[src/rtl/im2col_scheduler_pkg.sv]
// Shared im2col scheduler types: RAM geometry, job descriptor, generator command, FSM states.
// Latency: n/a (declarations only).
// Backpressure: n/a.
package im2ColPckg;

    // Feature-map RAM geometry and kernel size limits
    parameter int cNumOfRam     = 16;
    parameter int cRamDepth     = 64;
    parameter int cMaxKerWidth  = 4;
    parameter int cMaxKerHeight = 4;

    // Field widths: enough bits to hold (limit - 1)
    localparam int cXW = $clog2(cNumOfRam - 1);
    localparam int cYW = $clog2(cRamDepth - 1);
    localparam int cKW = (cMaxKerWidth  > 2) ? $clog2(cMaxKerWidth - 1)  : 1;
    localparam int cHW = (cMaxKerHeight > 2) ? $clog2(cMaxKerHeight - 1) : 1;

    typedef enum logic [1:0] {
        sIdle   = 2'd0,
        sIssue  = 2'd1,
        sFinish = 2'd2
    } tIm2ColSchedState;

    // Latched job descriptor; all sizes are stored minus one
    typedef struct packed {
        logic [cKW-1:0] kerW;
        logic [cHW-1:0] kerH;
        logic [cXW-1:0] outW;
        logic [cYW-1:0] outH;
        logic [cYW-1:0] baseY;
    } tIm2ColJob;

    // One row fetch request for the im2col address generator; dv is the valid
    typedef struct packed {
        logic           dv;
        logic [cKW-1:0] kerWidth;
        logic [cXW-1:0] startAddrX;
        logic [cYW-1:0] startAddrY;
    } tIm2ColIn;

endpackage

[src/rtl/im2col_scheduler_loop_cnt.sv]
// Three-level nested counter (ky innermost, then ox, then oy) with per-level wrap flags.
// Latency: counters update on the clock edge after step; wrap flags are combinational from step.
// Backpressure: only advances when step is high, holds otherwise.
module im2col_loop_cnt #(
    parameter int HW = 2,
    parameter int XW = 4,
    parameter int YW = 6
) (
    input  logic          clk,
    input  logic          rst,
    input  logic          clr,
    input  logic          step,
    input  logic [HW-1:0] kerH,
    input  logic [XW-1:0] outW,
    input  logic [YW-1:0] outH,
    output logic [HW-1:0] ky,
    output logic [XW-1:0] ox,
    output logic [YW-1:0] oy,
    output logic          kyWrap,
    output logic          oxWrap,
    output logic          oyWrap
);

    logic kyLast;
    logic oxLast;
    logic oyLast;

    // Terminal-count detection per level and the wrap chain; oyWrap marks the final step
    always_comb begin
        kyLast = (ky == kerH);
        oxLast = (ox == outW);
        oyLast = (oy == outH);
        kyWrap = step && kyLast;
        oxWrap = kyWrap && oxLast;
        oyWrap = oxWrap && oyLast;
    end

    // Nested increment; every level returns to zero after its last value
    always_ff @(posedge clk or posedge rst) begin
        if (rst) begin
            ky <= '0;
            ox <= '0;
            oy <= '0;
        end else if (clr) begin
            ky <= '0;
            ox <= '0;
            oy <= '0;
        end else if (step) begin
            if (kyLast) begin
                ky <= '0;
                if (oxLast) begin
                    ox <= '0;
                    oy <= oyLast ? '0 : oy + 1'b1;
                end else begin
                    ox <= ox + 1'b1;
                end
            end else begin
                ky <= ky + 1'b1;
            end
        end
    end

endmodule

[src/rtl/im2col_scheduler.sv]
// Expands one im2col job descriptor into a stream of per-row generator commands.
// Latency: first command one cycle after job accept, then one per cycle; jobDone one cycle after last accept.
// Backpressure: cmd held stable while cmdReady is low; jobReady only in idle, jobs are never queued.
module im2col_scheduler #(
    parameter  int cMaxKerHeight = im2ColPckg::cMaxKerHeight,
    localparam int XW = im2ColPckg::cXW,
    localparam int YW = im2ColPckg::cYW,
    localparam int KW = im2ColPckg::cKW,
    localparam int HW = (cMaxKerHeight > 2) ? $clog2(cMaxKerHeight - 1) : 1
) (
    input  logic                 clk,
    input  logic                 rst,
    input  logic                 jobValid,
    output logic                 jobReady,
    input  logic [KW-1:0]        jobKerW,
    input  logic [HW-1:0]        jobKerH,
    input  logic [XW-1:0]        jobOutW,
    input  logic [YW-1:0]        jobOutH,
    input  logic [YW-1:0]        jobBaseY,
    output im2ColPckg::tIm2ColIn cmd,
    input  logic                 cmdReady,
    output logic                 colDone,
    output logic                 jobDone,
    output logic                 jobErr,
    output logic                 busy
);

    import im2ColPckg::*;

    tIm2ColSchedState state;
    tIm2ColSchedState stateNxt;
    tIm2ColJob        job;

    logic          accept;
    logic          badJob;
    logic          acceptErr;
    logic          acceptOk;
    logic          step;
    logic [XW:0]   xSum;
    logic [YW+1:0] ySum;

    logic [HW-1:0] ky;
    logic [XW-1:0] ox;
    logic [YW-1:0] oy;
    logic          kyWrap;
    logic          oxWrap;
    logic          oyWrap;

    // Bounds check on the incoming descriptor, done at widened width so sums never wrap
    always_comb begin
        xSum   = {1'b0, jobOutW} + (XW+1)'(jobKerW);
        ySum   = (YW+2)'(jobBaseY) + (YW+2)'(jobOutH) + (YW+2)'(jobKerH);
        badJob = (xSum > (XW+1)'(cNumOfRam - 1)) || (ySum > (YW+2)'(cRamDepth - 1));
    end

    // Next state, handshakes and the command word; cmd is all zero whenever it is not valid
    always_comb begin
        stateNxt  = state;
        jobReady  = 1'b0;
        busy      = 1'b1;
        jobDone   = 1'b0;
        accept    = 1'b0;
        acceptErr = 1'b0;
        acceptOk  = 1'b0;
        step      = 1'b0;
        cmd       = '0;
        case (state)
            sIdle: begin
                jobReady  = 1'b1;
                busy      = 1'b0;
                accept    = jobValid;
                acceptErr = jobValid && badJob;
                acceptOk  = jobValid && !badJob;
                if (acceptOk) begin
                    stateNxt = sIssue;
                end
            end
            sIssue: begin
                cmd.dv         = 1'b1;
                cmd.kerWidth   = job.kerW;
                cmd.startAddrX = ox;
                cmd.startAddrY = job.baseY + oy + YW'(ky);
                step           = cmdReady;
                if (oyWrap) begin
                    stateNxt = sFinish;
                end
            end
            sFinish: begin
                jobDone  = 1'b1;
                stateNxt = sIdle;
            end
            default: begin
                stateNxt = sIdle;
            end
        endcase
    end

    // State register
    always_ff @(posedge clk or posedge rst) begin
        if (rst) begin
            state <= sIdle;
        end else begin
            state <= stateNxt;
        end
    end

    // Latch the descriptor on any accept; rejected jobs never leave idle so the copy is harmless
    always_ff @(posedge clk or posedge rst) begin
        if (rst) begin
            job <= '0;
        end else if (accept) begin
            job.kerW  <= jobKerW;
            job.kerH  <= jobKerH;
            job.outW  <= jobOutW;
            job.outH  <= jobOutH;
            job.baseY <= jobBaseY;
        end
    end

    // Single-cycle status pulses: window finished, job rejected
    always_ff @(posedge clk or posedge rst) begin
        if (rst) begin
            colDone <= 1'b0;
            jobErr  <= 1'b0;
        end else begin
            colDone <= kyWrap;
            jobErr  <= acceptErr;
        end
    end

    im2col_loop_cnt #(
        .HW (HW),
        .XW (XW),
        .YW (YW)
    ) u_loop_cnt (
        .clk    (clk),
        .rst    (rst),
        .clr    (acceptOk),
        .step   (step),
        .kerH   (job.kerH),
        .outW   (job.outW),
        .outH   (job.outH),
        .ky     (ky),
        .ox     (ox),
        .oy     (oy),
        .kyWrap (kyWrap),
        .oxWrap (oxWrap),
        .oyWrap (oyWrap)
    );

endmodule

[config.mk]
export PLATFORM = sky130hd
export DESIGN_NAME = im2col_scheduler
export DESIGN_NICKNAME = d
export VERILOG_FILES = /design/src/rtl/im2col_scheduler_pkg.sv /design/src/rtl/im2col_scheduler_loop_cnt.sv /design/src/rtl/im2col_scheduler.sv
export SDC_FILE = /design/constraint.sdc
export NUM_CORES = 1
export LEC_CHECK = 0
export ABC_AREA = 1
export CAP_MARGIN = 10
export CORE_ASPECT_RATIO = 0.6
export CORE_MARGIN = 2
export CORE_UTILIZATION = 49
export CTS_BUF_LIST = sky130_fd_sc_hd__clkbuf_8
export DETAILED_ROUTE_END_ITERATION = 16
export GPL_TIMING_DRIVEN = 0
export PLACE_DENSITY = 0.87
export SYNTH_ARGS = -nofsm -noshare
export SYNTH_HDL_FRONTEND = slang
export SYNTH_SLANG_ARGS = --single-unit
[constraint.sdc]
create_clock -name clk -period 2.5 [get_ports clk]
set_clock_uncertainty 0.1 [all_clocks]
set_input_delay 0.375 -clock clk [delete_from_list [all_inputs] [get_ports clk]]
set_output_delay 0.375 -clock clk [all_outputs]
set_load 0.02 [all_outputs]
==> metrics.txt <==
outcome=complete, but fails checks; failing checks=negative setup slack; # rows=19; number of detailed-route iterations in the first pass=5; top cells by area, synth=dfrtp_1 (38%), nand2_1 (15%), ha_1 (10%); placer congestion estimate=0.931; min-delay worst type=input pin to flop; Filler cells=357; CTS Buffer Depth=2; chip width=94.0 um; largest net degree at the start of global routing=25; Root Buffer=clkbuf_8; Syn Area/Cell=7.71 um^2; VDD IR max=0.000576 V; kind of critical path=flop to output port; worst hold slack=250 ps; Initial Utilization=0.514; first-pass GRT wire length=9380 um; gr ovfl total=0; nets=414; post-synthesis adder-cell area fraction=0.159; power density over cell area=1140 nW/um^2; simple-gate area share of the yosys netlist=0.273; DR vias=2159; DR WL/cell=13.2 um; fin crit share=1.13; H-tree levels=2; Worst Tran Pin Value=580 ps; Final Hold Fails=0; total track usage=0.225; RR Endpoint=job[10]; RSZ-0062 raised after global routing=yes; die area=5450 um^2; total CTS buffers=5; WL met3=500 um; largest family of logic cells by synthesized area=simple AND/OR/NAND/NOR gates; area share of the largest cell type after synthesis=0.378; Core Region=4640 um^2; initial antenna violation count=0; Post-Syn Area=2380 um^2; r2r startpoint=state[0]; Clock Pin Slew Worst Setup and Hold Paths=80 ps; Warnings, synthesis=0; Final Power=0.00355 W; PnR worst setup slack=-328 ps; DRC viols=0; LEAKAGE=1.67 nW; Post-Route WL=5640 um; Met2 Routed Length=2410 um; Worst Reg2Reg Path Length in Cells=6; DP Area=2910 um^2; Crit path arrival time=2350 ps; Setup crit start kind=flop; critical path data required time=2030 ps; Critical Path Start=job[1]; max cap viols=0; final instance area=3110 um^2; endpoint class of the critical path=output port; final setup fails=4; mux cell area share after synthesis=0; Compound-Gate Fraction of Synth Area=0.0588; number of library cell types mapped by synthesis=22; port bufs=41; register area share after synthesis=0.378; vias per cell=5.04; critical path peak fanout=2; fin crit period=2830 ps; Synth area leader=dfrtp_1; # IOs=42; M1 WL=2670 um; Max Used Layer=met4; Area growth syn-to-layout=30.5%; # hold bufs at CTS=0; xor/xnor share of the synthesized area=0.0368; CTS tree=built; Setup crit end=cmd[5]; TritonCTS Sinks=36; Net Count, Synth=359; Post-Syn Instances=309; Die Span Y=58.0 um; layout cells sized above 1=0.156; Final HPWL DP=4230 um; ANT cells=0; clk_lat worst skew=300 ps; Max Slew Vio Count=0; #FFs+latches synth=36; Post-DRT Antenna Nets=0; worst reg-to-reg setup slack=810 ps; Max Clock Freq=0.354 GHz; DR iter-0 viols=140; worst relative slew slack=0.613; Final Core Density=0.671; worst slack, placed=-749 ps; vias in the first global route=2017
-- layer usage --
| metal | GRT usage | vias to the layer above |
|---|---|---|
| met5 | 0 | - |
| met4 | 0.0621 | 0 |
| met3 | 0.0533 | 7 |
| met2 | 0.335 | 92 |
| met1 | 0.333 | 1008 |
| li1 | - | 1052 |
-- cell families (layout without fill, tap and decap cells) --
| family | after synthesis | in the layout |
|---|---|---|
| AO/OA/AOI/OAI | 28 | 28 |
| XOR/XNOR | 10 | 10 |
| adder cells (fa/ha/maj) | 26 | 26 |
| buffers and inverters | 58 | 114 |
| flip-flops | 36 | 36 |
| AND/OR/NAND/NOR | 151 | 151 |
-- worst min-delay path by stage --
stage	end	depth (start not counted)	startpoint	slack [ps]
global route	job[1]	3	jobBaseY[1]	270
finish	job[1]	3	jobBaseY[1]	250
global placement	job[2]	2	job[2]	380
CTS	colDone	2	rst	370
detailed placement	job[5]	2	job[5]	400
floorplan	job[2]	2	job[2]	360
-- cell usage in the layout, fill, tap and decap left out, types with 2 or more instances in the layout --
master	n
buf_6	3
nand3_1	19
inv_2	8
clkdlybuf4s50_1	29
nand3_4	2
a21oi_1	8
xnor2_1	3
ha_1	17
fa_2	3
nand2_1	96
nor2_2	3
buf_2	3
a21oi_2	3
xor2_1	7
nand3_2	3
dlygate4sd2_1	6
nand2_2	2
clkbuf_8	5
fa_1	4
dfrtp_2	3
nor2_1	22
buf_4	9
clkbuf_2	2
dfrtp_1	33
o21ai_0	14
inv_1	44
o21ai_1	3
-- synthesized netlist by cell type (all sizes together) --
| cell type | count |
|---|---|
| a21oi | 11 |
| buf | 5 |
| clkbuf | 1 |
| dfrtp | 36 |
| fa | 7 |
| ha | 19 |
| inv | 52 |
| nand2 | 98 |
| nand3 | 24 |
| nand3b | 1 |
| nand4 | 1 |
| nor2 | 27 |
| o21ai | 17 |
| xnor2 | 3 |
| xor2 | 7 |
-- state kept, by name (all words and copies together) (netlist names) --
register / flops
u_loop_cnt.oy: 6
jobErr: 1
job: 20
u_loop_cnt.ox: 4
state: 2
u_loop_cnt.ky: 2
colDone: 1
-- final cells by class --
| class | instances | area (um^2) | share of cell area |
|---|---|---|---|
| sequential | 36 | 905 | 0.291 |
| buffer | 6 | 37.5 | 0.0121 |
| tap | 63 | 78.8 | 0.0254 |
| clock inverter | 3 | 42.5 | 0.0137 |
| clock buffer | 5 | 68.8 | 0.0221 |
| multi-input combinational | 215 | 1320 | 0.424 |
| inverter | 52 | 195 | 0.0628 |
| timing repair buffer | 48 | 463 | 0.149 |
-- power breakdown --
group / switching, W / total (W) / internal, W
registers: 0.000210 / 0.00103 / 0.000815
logic: 0.00117 / 0.00201 / 0.000844
clock network: 0.000217 / 0.000512 / 0.000295
total: 0.00159 / 0.00355 / 0.00195
-- metrics by stage --
stage                     setup TNS, ps  cells
final                              -659    428
after floorplan                       0    309
after CTS                          -669    427
after global routing               -905    428
after detailed placement         -10300    414
after global placement            -8830    413
-- what timing repair did --
item / CTS / global route
gates resized for setup: 49 / 9
buffers inserted: 4 / 1
cloned: 1 / 0
pin swaps: 12 / 8
hold endpoints to repair: 0 / 0
setup endpoints to repair: 20 / 15
-- worst max-delay path, stage by stage (launching register included) --
cell and delay [ps]:
dfrtp_1 410, fa_1 480, ha_2 210, fa_2 340
nand2_1 70, nand2_1 60, a21oi_2 150, o21ai_1 90
a21oi_2 100, buf_4 140
Note: power is estimated with default switching activity, not from simulation.
